[src/rtl/muxpga_cfg_pkg.sv]
// Shared definitions for the MUXPGA configuration interface.
// Used by the transmit-side loader and by the fabric-side shift receiver so
// both ends agree on state encodings and the default tile word width.
package muxpga_cfg_pkg;

    localparam int MUXPGA_CFG_BITS = 32;
    localparam int MUXPGA_CLK_DIV  = 2;

    typedef enum logic [1:0] {
        ST_IDLE  = 2'd0,
        ST_SHIFT = 2'd1,
        ST_LATCH = 2'd2,
        ST_DONE  = 2'd3
    } cfg_state_t;

endpackage

[src/rtl/muxpga_cfg_tick.sv]
// Phase timer for the config serializer.
// A down-counter that times one sclk period (2*CLK_DIV cycles) per bit, or
// CLK_DIV cycles for the latch pulse, and owns the registered sclk level.
//   clk, rst     system clock, synchronous active-high reset
//   load_bit     start a new bit period: counter = 2*CLK_DIV-1, sclk low
//   load_latch   start the latch period: counter = CLK_DIV-1, sclk low
//   run          count down one step (stops at zero, never wraps)
//   sclk         registered shift clock level
//   phase_end    last cycle of the sclk low half-period
//   bit_end      counter at terminal count (last cycle of the period)
module muxpga_cfg_tick
    import muxpga_cfg_pkg::*;
#(
    parameter int CLK_DIV = MUXPGA_CLK_DIV
) (
    input  logic clk,
    input  logic rst,
    input  logic load_bit,
    input  logic load_latch,
    input  logic run,
    output logic sclk,
    output logic phase_end,
    output logic bit_end
);

    localparam int PW = $clog2(2 * CLK_DIV);
    localparam logic [PW-1:0] BIT_LOAD   = PW'(2 * CLK_DIV - 1);
    localparam logic [PW-1:0] LATCH_LOAD = PW'(CLK_DIV - 1);
    localparam logic [PW-1:0] HALF       = PW'(CLK_DIV);
    localparam logic [PW-1:0] CNT_ONE    = PW'(1);

    logic [PW-1:0] cnt_q;
    logic          sclk_q;

    // Counter values above HALF are the low phase, HALF marks the last low
    // cycle, so sclk rises on the edge that leaves HALF.
    assign phase_end = (cnt_q == HALF);
    assign bit_end   = (cnt_q == '0);
    assign sclk      = sclk_q;

    always_ff @(posedge clk) begin
        if (rst) begin
            cnt_q  <= '0;
            sclk_q <= 1'b0;
        end else if (load_bit) begin
            cnt_q  <= BIT_LOAD;
            sclk_q <= 1'b0;
        end else if (load_latch) begin
            cnt_q  <= LATCH_LOAD;
            sclk_q <= 1'b0;
        end else if (run) begin
            if (phase_end) begin
                sclk_q <= 1'b1;
            end
            if (!bit_end) begin
                cnt_q <= cnt_q - CNT_ONE;
            end
        end
    end

endmodule

[src/rtl/muxpga_cfg_loader.sv]
// Transmit end of the MUXPGA configuration interface.
// Takes one CFG_BITS word over valid/ready and shifts it MSB-first onto the
// fabric config pins, then pulses latch so the fabric applies it.
//   clk, rst     system clock, synchronous active-high reset
//   word_valid   source has a word on word_data
//   word_ready   loader idle; word taken when valid && ready at posedge
//   word_data    configuration word, MSB shifted first
//   cfg_sclk     shift clock to fabric (fabric samples on rising edge)
//   cfg_sdata    serial data to fabric
//   cfg_latch    apply strobe to fabric, CLK_DIV cycles long
//   busy         high from the cycle after accept through done
//   done         one-cycle pulse after latch completes
//
// state    | meaning
// ---------+---------------------------------------------------------
// ST_IDLE  | ready high, waiting for a word
// ST_SHIFT | driving bits out, one sclk period per bit
// ST_LATCH | sclk/sdata low, latch high for CLK_DIV cycles
// ST_DONE  | done pulse, busy still high, ready low
module muxpga_cfg_loader
    import muxpga_cfg_pkg::*;
#(
    parameter int CFG_BITS = MUXPGA_CFG_BITS,
    parameter int CLK_DIV  = MUXPGA_CLK_DIV
) (
    input  logic                clk,
    input  logic                rst,
    input  logic                word_valid,
    output logic                word_ready,
    input  logic [CFG_BITS-1:0] word_data,
    output logic                cfg_sclk,
    output logic                cfg_sdata,
    output logic                cfg_latch,
    output logic                busy,
    output logic                done
);

    localparam int BW = $clog2(CFG_BITS + 1);
    localparam logic [BW-1:0] BIT_TOTAL = BW'(CFG_BITS);
    localparam logic [BW-1:0] BIT_ONE   = BW'(1);

    cfg_state_t          state_q, state_d;
    logic [CFG_BITS-1:0] shreg_q, shreg_d, shreg_shl;
    logic [BW-1:0]       bit_cnt_q, bit_cnt_d;
    logic                sdata_q, sdata_d;
    logic                latch_q, latch_d;
    logic                busy_q, busy_d;
    logic                done_q, done_d;
    logic                ready_q, ready_d;

    logic                load_bit, load_latch, tick_run;
    logic                tick_sclk, phase_end, bit_end;

    muxpga_cfg_tick #(
        .CLK_DIV (CLK_DIV)
    ) u_tick (
        .clk        (clk),
        .rst        (rst),
        .load_bit   (load_bit),
        .load_latch (load_latch),
        .run        (tick_run),
        .sclk       (tick_sclk),
        .phase_end  (phase_end),
        .bit_end    (bit_end)
    );

    always_ff @(posedge clk) begin
        if (rst) begin
            state_q   <= ST_IDLE;
            shreg_q   <= '0;
            bit_cnt_q <= '0;
            sdata_q   <= 1'b0;
            latch_q   <= 1'b0;
            busy_q    <= 1'b0;
            done_q    <= 1'b0;
            ready_q   <= 1'b1;
        end else begin
            state_q   <= state_d;
            shreg_q   <= shreg_d;
            bit_cnt_q <= bit_cnt_d;
            sdata_q   <= sdata_d;
            latch_q   <= latch_d;
            busy_q    <= busy_d;
            done_q    <= done_d;
            ready_q   <= ready_d;
        end
    end

    // Every output is computed one cycle ahead here and registered above,
    // so the pins carry no combinational path from word_valid.
    always_comb begin
        state_d    = state_q;
        shreg_d    = shreg_q;
        bit_cnt_d  = bit_cnt_q;
        sdata_d    = sdata_q;
        latch_d    = latch_q;
        busy_d     = busy_q;
        done_d     = done_q;
        ready_d    = ready_q;
        load_bit   = 1'b0;
        load_latch = 1'b0;
        tick_run   = 1'b0;
        shreg_shl  = shreg_q << 1;

        case (state_q)
            ST_IDLE: begin
                if (word_valid && ready_q) begin
                    state_d   = ST_SHIFT;
                    shreg_d   = word_data;
                    bit_cnt_d = BIT_TOTAL;
                    sdata_d   = word_data[CFG_BITS-1];
                    busy_d    = 1'b1;
                    ready_d   = 1'b0;
                    load_bit  = 1'b1;
                end
            end
            ST_SHIFT: begin
                if (bit_end) begin
                    if (bit_cnt_q == BIT_ONE) begin
                        state_d    = ST_LATCH;
                        bit_cnt_d  = '0;
                        sdata_d    = 1'b0;
                        latch_d    = 1'b1;
                        load_latch = 1'b1;
                    end else begin
                        // New bit lands on the same edge sclk falls.
                        shreg_d   = shreg_shl;
                        sdata_d   = shreg_shl[CFG_BITS-1];
                        bit_cnt_d = bit_cnt_q - BIT_ONE;
                        load_bit  = 1'b1;
                    end
                end else begin
                    tick_run = 1'b1;
                end
            end
            ST_LATCH: begin
                if (bit_end) begin
                    state_d = ST_DONE;
                    latch_d = 1'b0;
                    done_d  = 1'b1;
                end else begin
                    tick_run = 1'b1;
                end
            end
            ST_DONE: begin
                state_d = ST_IDLE;
                done_d  = 1'b0;
                busy_d  = 1'b0;
                ready_d = 1'b1;
            end
            default: begin
                state_d = ST_IDLE;
            end
        endcase
    end

    assign word_ready = ready_q;
    assign cfg_sclk   = tick_sclk;
    assign cfg_sdata  = sdata_q;
    assign cfg_latch  = latch_q;
    assign busy       = busy_q;
    assign done       = done_q;

endmodule

[config.mk]
export PLATFORM = sky130hd
export DESIGN_NAME = muxpga_cfg_loader
export DESIGN_NICKNAME = d
export VERILOG_FILES = /design/src/rtl/muxpga_cfg_pkg.sv /design/src/rtl/muxpga_cfg_tick.sv /design/src/rtl/muxpga_cfg_loader.sv
export SDC_FILE = /design/constraint.sdc
export NUM_CORES = 1
export LEC_CHECK = 0
export CORE_MARGIN = 10
export CORE_UTILIZATION = 25
export DETAILED_ROUTE_END_ITERATION = 8
export PLACE_DENSITY_LB_ADDON = 0.3
export SLEW_MARGIN = 10
export SYNTH_ARGS = -nofsm -noshare
export SYNTH_HDL_FRONTEND = slang
export SYNTH_SLANG_ARGS = --single-unit
[constraint.sdc]
create_clock -name clk -period 3.2 [get_ports clk]
set_input_delay 0.48 -clock clk [delete_from_list [all_inputs] [get_ports clk]]
set_output_delay 0.48 -clock clk [all_outputs]
set_load 0.02 [all_outputs]
* Yosys cells after proc, flatten, opt, wreduce, memory -nomap -nowiden *
Cells that the tools add are included.

word-level totals
  bits in registers = 47
  latch bits = 0
  RAM bits = 0
  ROM bits = 0
  input port bits = 35
  output and inout port bits = 6
  word-level logic and storage cells = 81
  memories = 0

cells by class
  add/sub/neg operators = 2
  multiply operators = 0
  divide/modulo/power cells = 0
  magnitude comparators = 0
  equality and inequality tests = 11
  shift-type cells = 0
  multiplexer cells = 40
  bitwise logic cells = 0
  reduce and logical (&&, ||, !) cells = 18

operators by type and width
  operator                                                             count
  31-bit 2-to-1 mux                                                    3
  31-bit one-hot mux with 2 select lines                               1
  6-bit 2-to-1 mux                                                     3
  1-bit 2-to-1 mux                                                     17
  2-bit 2-to-1 mux                                                     8
  1-bit one-hot mux with 2 select lines                                6
  6-bit one-hot mux with 2 select lines                                1
  4-bit AND reduction                                                  3
  2-bit inequality test (second input constant)                        5
  2-bit one-hot mux with 4 select lines                                1
  2-bit AND reduction                                                  4
  2-bit nonzero test                                                   4
  2-bit == test (second input constant)                                3
  6-bit by 1-bit == test with 1-bit output (second input constant)     1
  6-bit by 1-bit subtractor with 6-bit output (second input constant)  1
  2-bit logical NOT                                                    2
  3-bit inequality test (second input constant)                        1
  3-bit AND reduction                                                  1
  3-bit nonzero test                                                   1
  3-bit OR reduction                                                   1
  2-bit by 1-bit == test with 1-bit output (second input constant)     1
  2-bit OR reduction                                                   1
  2-bit by 1-bit subtractor with 2-bit output (second input constant)  1
  1-bit logical AND                                                    1

* Logic depth before layout (Yosys ltp) *
Gate-level depths: netlist (run 1).

  word-level depth = 6
  mapped depth = 8
  mapped depth without buffers = 6

* By module *
From an unflattened synthesis (run 1), not the netlist that was laid out.

unflattened totals
  cells, all modules = 259
  area total of the unflattened synthesis = 2357.3 um^2

modules (own cells, without submodules)
  module             instances  cells each  area each (um^2)  sequential area each (um^2)
  muxpga_cfg_loader  1          242         2202.1            880.8
  muxpga_cfg_tick    1          17          155.1             60.1

* Worst setup path after synthesis (run 1) *
OpenSTA, ideal clock, no wires.

  kind = reg-to-reg
  from = reg state_q[0]
  to = reg shreg_q[10]
  library setup time = 0.137 ns
  data arrival time = 1.664 ns
  required time = 3.063 ns
  slack = 1.399 ns
  stages on the path, launching flop included = 7
  buffers on the path = 1
  period minus slack after synthesis = 1.801 ns
  path through = dfxtp_1 > inv_1 > ha_1 > a21boi_2 > a311oi_2 > clkbuf_1 > a211oi_1

between the ends
  word-level cells in the longest chain between the ends = 3
  elaborated cells on any way between the ends = 8
  those cells by class = eq/ne (4); mux (1); reduce/logical (3)

ends and longest elaborated chain
  element                                                                        RTL line                  text
  start: declaration                                                             muxpga_cfg_loader.sv:42   cfg_state_t state_q, state_d;
  start signal: assignment                                                       muxpga_cfg_loader.sv:78   state_q <= state_d;
  2-bit by 1-bit == test with 1-bit output or 2-bit logical NOT (tied branches)  muxpga_cfg_loader.sv:105  case (state_q)
  2-bit inequality test (no source line) or 2-bit nonzero test (tied branches)   n/a
  4-bit AND reduction (no source line)                                           n/a
  end signal: assignment                                                         muxpga_cfg_loader.sv:79   shreg_q <= shreg_d;
  end: declaration                                                               muxpga_cfg_loader.sv:43   logic [CFG_BITS-1:0] shreg_q, shreg_d, shreg_shl;

Parallel ways exist; a longest one is shown, timed or not.
A chain may end at the register's enable or synchronous reset.

* Worst setup path after layout (run 1) *
  from = reg state_q[1]
  to = reg bit_cnt_q[3]

between the ends
  word-level cells in the longest chain between the ends = 3
  elaborated cells on any way between the ends = 7
  those cells by class = eq/ne (3); mux (1); reduce/logical (3)

ends and longest elaborated chain
  element                                                                        RTL line                  text
  2-bit by 1-bit == test with 1-bit output or 2-bit logical NOT (tied branches)  muxpga_cfg_loader.sv:105
  2-bit inequality test (no source line) or 2-bit nonzero test (tied branches)   n/a
  3-bit AND reduction (no source line)                                           n/a
  end signal: assignment                                                         muxpga_cfg_loader.sv:80   bit_cnt_q <= bit_cnt_d;
  end: declaration                                                               muxpga_cfg_loader.sv:44   logic [BW-1:0] bit_cnt_q, bit_cnt_d;

Parallel ways exist; a longest one is shown, timed or not.

==> results of run 1 <==
-- layout make-up --
cell class / count / area, µm²
well taps: 108 / 135
clock inverters: 2 / 16.3
flip-flops and latches: 47 / 941
repair buffers: 43 / 418
fillers: 922 / 5950
inverters: 8 / 30.0
multi-input cells: 179 / 1230
clock buffers: 6 / 82.6
-- metal layers --
metal,global-route usage,vias up,wire length [µm]
met5,0,-,0
met4,0.0304,0,69
met3,0.0255,6,230
met2,0.113,31,2160
met1,0.105,837,2650
li1,-,974,-
-- Yosys cell counts --
cell,n
sky130_fd_sc_hd__nand3_1,3
sky130_fd_sc_hd__a311oi_2,1
sky130_fd_sc_hd__a31oi_1,4
sky130_fd_sc_hd__o21ai_0,5
sky130_fd_sc_hd__a21boi_0,1
sky130_fd_sc_hd__mux2i_1,32
sky130_fd_sc_hd__dfxtp_1,47
sky130_fd_sc_hd__o22ai_1,3
sky130_fd_sc_hd__buf_4,4
sky130_fd_sc_hd__a21boi_2,1
sky130_fd_sc_hd__o31ai_1,2
sky130_fd_sc_hd__xnor2_1,1
sky130_fd_sc_hd__a21oi_1,10
sky130_fd_sc_hd__nor2b_1,4
sky130_fd_sc_hd__nor3_1,5
sky130_fd_sc_hd__o2bb2ai_1,1
sky130_fd_sc_hd__nand2b_1,9
sky130_fd_sc_hd__or3_1,3
sky130_fd_sc_hd__inv_1,8
sky130_fd_sc_hd__and4b_1,1
sky130_fd_sc_hd__nor2_1,39
sky130_fd_sc_hd__clkbuf_1,10
sky130_fd_sc_hd__ha_1,8
sky130_fd_sc_hd__o21a_1,1
sky130_fd_sc_hd__o32ai_1,2
sky130_fd_sc_hd__nand2_1,8
sky130_fd_sc_hd__a211oi_1,34
sky130_fd_sc_hd__buf_2,3
sky130_fd_sc_hd__nand3b_1,1
-- report_power, final --
| group | total [mW] | switching, mW | internal, mW |
|---|---|---|---|
| registers | 0.893 | 0.113 | 0.781 |
| logic | 1.23 | 0.713 | 0.520 |
| clock network | 0.384 | 0.207 | 0.177 |
| total | 2.51 | 1.03 | 1.48 |
-- state kept, by name, summed over array words and instances, names as in the netlist, 2 cells and up --
| signal | flops |
|---|---|
| state_q | 2 |
| bit_cnt_q | 6 |
| shreg_q | 31 |
| u_tick.cnt_q | 2 |
-- kinds of logic after synthesis --
family                     after synthesis  share of synthesized area
AOI/OAI and AO/OA                       65                      0.201
xor gates and xnor gates                 1                    0.00385
adders and majority gates                8                     0.0440
buffers and inverters                   25                     0.0495
DFF                                     47                      0.414
muxes                                   32                      0.141
and+or+nand+nor                         73                      0.147
-- worst reg2reg max path, delay by kind of cell (launching register included) --
kind                     cells  cell delay [ps]
AND/OR/NAND/NOR              3              660
buffers and inverters        2              610
flip-flops                   1              350
adder cells (fa/ha/maj)      1              310
AO/OA/AOI/OAI                1              250
-- metrics by stage --
stage / hold WS (ps) / total power [mW] / setup slack, ps / std cells / area, µm²
5_1_grt: 510 / 2.74 / 724 / 393 / 2860
4_1_cts: 493 / 2.54 / 894 / 393 / 2860
6_report: 482 / 2.51 / 937 / 393 / 2860
3_3_place_gp: 462 / 2.12 / 883 / 385 / 2760
2_1_floorplan: 446 / 1.89 / 1400 / 251 / 2270
3_5_place_dp: 479 / 2.14 / 829 / 385 / 2760
-- path summary, 6_finish.rpt --
path	to	cells after the start
worst min register to register	shreg_q[0]	2
worst max-delay path	bit_cnt_q[3]	7
worst max register to register	bit_cnt_q[3]	7
worst min-delay path	shreg_q[0]	2
-- layout by cell type (no fill, tap or decap), drive strengths merged, types with 4 or more instances in the layout --
cell type      instances
a211oi                34
a21oi                 10
a31oi                  4
buf                    4
clkbuf                 6
clkdlybuf4s50         39
dfxtp                 47
ha                     8
inv                    8
mux2i                 32
nand2                  8
nand2b                 9
nor2                  39
nor2b                  4
nor3                   5
o21ai                  5
==> insert_results.sql, run 1 <==
INSERT INTO impl_metrics (metric_group, metric, value, unit) VALUES
('outcome', 'status', 'complete, no violations', ''),
('sta', 'unrepaired_setup_endpoints_after_global_routing', 'false', ''),
('final_layout', 'insertedDiodeCount', '0', ''),
('floorplanning', 'num_rows', '34', ''),
('floorplanning', 'die-area', '0.0133', 'mm²'),
('setup_path', 'worst-path-buf-inv', '2', ''),
('grt', 'grt_first_pass_wirelength', '8700', 'µm'),
('job', 'max_cap_viol_count', '0', ''),
('route', 'wl_per_cell', '13.0', 'µm'),
('clocking', 'cts.sink_count', '47', ''),
('grt', 'grt_start_max_net_pins', '62', ''),
('grt', 'antenna_violations_before_repair', '0', ''),
('synth', 'syn_nets', '294', ''),
('clocking', 'ctsHtreeMaxLevel', '2', ''),
('floorplanning', 'design.core.area', '0.00881', 'mm²'),
('grt', 'global_route_total_overflow', '0', ''),
('setup_path', 'critical-path-top-cell-by-count', 'sky130_fd_sc_hd__nand2_1', ''),
('route', 'postRouteAntennaNets', '0', ''),
('floorplanning', 'chipHeight', '115', 'µm'),
('final_layout', 'final_layout_size_suffix_gt1_frac', '0.0526', ''),
('setup_path', 'worstSetupEndpointType', 'flop', ''),
('floorplanning', 'start_util', '0.258', ''),
('power', 'p_leak', '1.02', 'nW'),
('clocking', 'post_cts_resized', '0', ''),
('min_path', 'hp-start', 'shreg_q[0]', ''),
('setup_path', 'crit_start', 'state_q[1]', ''),
('setup_path', 'worst_setup_path_start_kind', 'flop', ''),
('route', 'drc', '0', ''),
('sta', 'fin_setup_tns', '0', 'ps'),
('setup_path', 'crit_path_cell_trace', 'inv_1 -> ha_2 -> buf_4 -> nand2_1 -> nor3_1 -> nand2_1 -> o32ai_1', ''),
('grt', 'gr-usage-all-layers', '0.0782', ''),
('setup_path', 'critical-path-slowest-cell', 'sky130_fd_sc_hd__buf_4', ''),
('synth', 'synthCells', '251', ''),
('clocking', 'cts_inserted_buffers', '5', ''),
('clocking', 'cts_tree', 'built', ''),
('route', 'first_iter_violations', '70', ''),
('sta', 'maxSlewViolCount', '0', ''),
('sta', 'worst_pin_slew', '585', 'ps'),
('route', 'first_pass_iters', '4', ''),
('floorplanning', 'chipWidth', '115', 'µm'),
('final_layout', 'final_net_count', '327', ''),
('sta', 'relSlewSlack', '0.610', ''),
('power', 'peakVddDrop', '0.269', 'mV'),
('sta', 'worst_clock_skew', '15.1', 'ps'),
('synth', 'seq_area_frac_synth', '0.414', ''),
('clocking', 'clock_latency', '300', 'ps'),
('clocking', 'cts_setup_buffers', '0', ''),
('setup_path', 'worstPathRequired', '3420', 'ps'),
('route', 'via_count', '1848', ''),
('min_path', 'hold_path_class', 'reg -> reg', ''),
('clocking', 'cts.reportedPaths.clkPinSlew', '90', 'ps'),
('setup_path', 'crit_family', 'simple AND/OR/NAND/NOR gates', ''),
('sta', 'max_clock_freq', '442', 'MHz'),
('synth', 'synth_area_leader_cell', 'sky130_fd_sc_hd__dfxtp_1', ''),
('synth', 'synthesis.yosys.warnings', '0', ''),
('setup_path', 'crit_type', 'reg -> reg', ''),
('setup_path', 'reg2reg_slack', '940', 'ps'),
('final_layout', 'finalCoreUtilization', '0.324', ''),
('setup_path', 'worstPathArrival', '2480', 'ps'),
('floorplanning', 'pin_count', '41', ''),
('clocking', 'clock_path_buffers', '2', ''),
('synth', 'synth_seq_cells', '47', ''),
('route', 'route.detailed.vias_per_inst', '4.70', ''),
('placement', 'port_buffers', '40', ''),
('synth', 'synthesis.area_per_instance', '9.06', 'µm²'),
('synth', 'synth.top_cells.by_area', 'sky130_fd_sc_hd__dfxtp_1, sky130_fd_sc_hd__mux2i_1, sky130_fd_sc_hd__a211oi_1', ''),
('sta', 'setup_viol', '0', ''),
('setup_path', 'rr_startpoint', 'state_q[1]', ''),
('route', 'totalWireLength', '5110', 'µm'),
('setup_path', 'max_stage_delay', '530', 'ps'),
('grt', 'vias_in_the_first_global_route', '1811', ''),
('setup_path', 'cp_max_fo', '38', ''),
('sta', 'layout_min_cycle_time', '2260', 'ps'),
('synth', 'syn-cell-area', '0.00227', 'mm²'),
('synth', 'yosys.cell_types.count', '29', ''),
('final_layout', 'areaGrowthSynthToFinish', '25.6', '%'),
('clocking', 'cts_hold_repair.buffers', '0', ''),
('sta', 'timing_hold_violations_final', '0', ''),
('clocking', 'cts.root.buffer_cell', 'sky130_fd_sc_hd__clkbuf_8', ''),
('power', 'power_density', '879', 'mW/mm²'),
('sta', 'post-route-period-util', '0.707', ''),
('placement', 'detailedPlacementHpwl', '3630', 'µm'),
('placement', 'place.gp.congestion', '0.752', ''),
('synth', 'post-synth-top-area-fraction', '0.414', '');
Note: power is estimated with default switching activity, not from simulation.
==> run 2, diff against run 1 <==
==> constraint.sdc (replaced) <==
create_clock -name clk -period 2.11 [get_ports clk]
set_input_delay 0.3165 -clock clk [delete_from_list [all_inputs] [get_ports clk]]
set_output_delay 0.3165 -clock clk [all_outputs]
set_load 0.02 [all_outputs]
==> run 2 against run 1 <==
Compared with the run above: combinational power up 81%; clock skew down 7.8 ps; sequential power up 51%; hold slack worse by 12 ps; register-to-register slack worse by 740 ps; critical path type unchanged; critical endpoint is now shreg_q[26]; largest cell class unchanged.
==> insert_results.sql, run 2 (synthesis gave the netlist of run 1 again) <==
INSERT INTO impl_metrics (metric_group, metric, value, unit) VALUES
('clocking', 'clock_latency', '300', 'ps'),
('power', 'share_clk_of_total_power', '0.142', ''),
('route', 'highest_layer', 'met4', ''),
('final_layout', 'areaGrowthSynthToFinish', '30.8', '%'),
('final_layout', 'most-common-layout-cells', 'sky130_fd_sc_hd__dfxtp_1, sky130_fd_sc_hd__nor2_1, sky130_fd_sc_hd__clkdlybuf4s50_1', ''),
('clocking', 'cts.reportedPaths.clkPinSlew', '90', 'ps'),
('sta', 'worst_pin_slew', '605', 'ps'),
('min_path', 'hold_path_class', 'reg -> reg', ''),
('floorplanning', 'chipWidth', '115', 'µm'),
('floorplanning', 'chipHeight', '115', 'µm'),
('final_layout', 'reg.largest.list', 'shreg_q x31, bit_cnt_q x6', ''),
('route', 'route.detailed.vias_per_inst', '4.74', ''),
('final_layout', 'largest_register_ff_count', '31', ''),
('placement', 'detailedPlacementHpwl', '3710', 'µm'),
('placement', 'port_buffers', '40', ''),
('route', 'wl_per_cell', '13.9', 'µm'),
('clocking', 'cts.root.buffer_cell', 'sky130_fd_sc_hd__clkbuf_8', ''),
('clocking', 'cts_hold_repair.buffers', '0', ''),
('final_layout', 'finalCoreUtilization', '0.338', ''),
('power', 'power_density', '1400', 'mW/mm²'),
('grt', 'gr-usage-all-layers', '0.0806', ''),
('clocking', 'clock_path_buffers', '2', ''),
('route', 'drc', '0', ''),
('floorplanning', 'design.core.area', '0.00881', 'mm²'),
('sta', 'maxSlewViolCount', '0', ''),
('sta', 'post-route-period-util', '0.909', ''),
('sta', 'worst_clock_skew', '7.32', 'ps'),
('placement', 'place.gp.congestion', '0.771', ''),
('route', 'first_iter_violations', '91', ''),
('setup_path', 'worstPathArrival', '2140', 'ps'),
('setup_path', 'worst_setup_path_start_kind', 'flop', ''),
('sta', 'unrepaired_setup_endpoints_after_global_routing', 'false', ''),
('setup_path', 'critical-path-slowest-cell', 'sky130_fd_sc_hd__dfxtp_1', ''),
('setup_path', 'worstPathRequired', '2330', 'ps'),
('power', 'p_comb_frac', '0.535', ''),
('clocking', 'cts_tree', 'built', ''),
('final_layout', 'final_net_count', '338', ''),
('route', 'routed-wl-met3', '226', 'µm'),
('power', 'peakVddDrop', '0.426', 'mV'),
('floorplanning', 'start_util', '0.258', ''),
('final_layout', 'insertedDiodeCount', '0', ''),
('final_layout', 'multi_input_comb_area', '0.00123', 'mm²'),
('route', 'postRouteAntennaNets', '0', ''),
('floorplanning', 'num_rows', '34', ''),
('sta', 'setup_slack', '192', 'ps'),
('power', 'switchingPower', '1.69', 'mW'),
('setup_path', 'crit_type', 'reg -> reg', ''),
('outcome', 'status', 'complete, no violations', ''),
('grt', 'grt_start_max_net_pins', '62', ''),
('setup_path', 'cp_max_fo', '15', ''),
('route', 'via_count', '1914', ''),
('route', 'totalWireLength', '5630', 'µm'),
('clocking', 'cts_inserted_buffers', '5', ''),
('route', 'wl_met1', '2900', 'µm'),
('setup_path', 'crit_path_cell_trace', 'inv_1 -> ha_1 -> mux2i_1 -> a311oi_4 -> buf_4 -> buf_6 -> nor2_1 -> a211oi_1', ''),
('clocking', 'cts.sink_count', '47', ''),
('floorplanning', 'pin_count', '41', ''),
('sta', 'relSlewSlack', '0.597', ''),
('final_layout', 'layout.cells.most_common', 'sky130_fd_sc_hd__dfxtp_1', ''),
('final_layout', 'ff_latch_area', '941', 'µm²'),
('sta', 'max_clock_freq', '521', 'MHz'),
('setup_path', 'worstSetupEndpointType', 'flop', ''),
('sta', 'setup_viol', '0', ''),
('grt', 'global_route_total_overflow', '0', ''),
('grt', 'vias_in_the_first_global_route', '1801', ''),
('power', 'power.sequential.fraction', '0.324', ''),
('sta', 'layout_min_cycle_time', '1920', 'ps'),
('job', 'max_cap_viol_count', '0', ''),
('sta', 'fin_setup_tns', '0', 'ps'),
('power', 'p_sw_frac', '0.405', ''),
('grt', 'antenna_violations_before_repair', '0', ''),
('final_layout', 'final.fill_count', '906', ''),
('placement', 'post-place-ws', '167', 'ps'),
('route', 'first_pass_iters', '4', ''),
('route', 'route.met2.wl', '2440', 'µm'),
('grt', 'grt_first_pass_wirelength', '8880', 'µm'),
('power', 'p_leak', '1.08', 'nW'),
('final_layout', 'final_layout_size_suffix_gt1_frac', '0.0845', ''),
('sta', 'timing_hold_violations_final', '0', ''),
('power', 'p_int', '2.48', 'mW'),
('setup_path', 'max_stage_delay', '350', 'ps'),
('final_layout', 'top_register', 'shreg_q', ''),
('clocking', 'ctsHtreeMaxLevel', '2', ''),
('floorplanning', 'die-area', '0.0133', 'mm²');
run 2: metal layers:
layer / track usage / vias up
li1: - / 991
met1: 0.115 / 883
met2: 0.113 / 34
met3: 0.0240 / 6
met4: 0.0228 / 0
met5: 0 / -
run 2: per-stage QoR:
step | hold slack [ps] | instance area (µm²) | total power, mW | instances
2_1_floorplan | 446 | 2270 | 2.86 | 251
3_3_place_gp | 463 | 2840 | 3.43 | 393
3_5_place_dp | 463 | 2840 | 3.46 | 393
4_1_cts | 476 | 2940 | 4.06 | 401
5_1_grt | 514 | 2970 | 4.56 | 404
6_report | 471 | 2970 | 4.17 | 404
run 2: path summary, 6_finish.rpt:
| check | slack, ps | cells past startpoint | end | startpoint |
|---|---|---|---|---|
| setup / recovery | 190 | 8 | shreg_q[26] | state_q[0] |
| hold / removal | 470 | 2 | shreg_q[0] | shreg_q[0] |
| setup reg to reg | 190 | 8 | shreg_q[26] | state_q[0] |
| hold reg to reg | 470 | 2 | shreg_q[0] | shreg_q[0] |
run 2: timing repair:
item,4_1_cts,5_1_grt
resized for setup,0,1
setup endpoints to repair,0,3
setup buffers,0,1
run 2: cell type report:
class                   count  area share
clock buffers               7      0.0290
clock inverters             1     0.00295
inverters                   8      0.0101
multi-input cells         179       0.415
flip-flops and latches     47       0.316
well taps                 108      0.0455
repair buffers             54       0.181
run 2: power groups by stage:
stage	sequential (mW)	clock, mW	combinational, mW
final	1.35	0.590	2.23
after global routing	1.39	0.639	2.53
after CTS	1.35	0.612	2.09
after detailed placement	1.37	0	2.09
after global placement	1.37	0	2.06
after floorplan	1.36	0	1.50
run 2: critical path: cells and delay by family (launching register included):
kind                     cells  cell delay, ps
AO/OA/AOI/OAI                2             540
adder cells (fa/ha/maj)      1             260
buffers and inverters        3             450
flip-flops                   1             350
multiplexers                 1             180
AND/OR/NAND/NOR              1              60
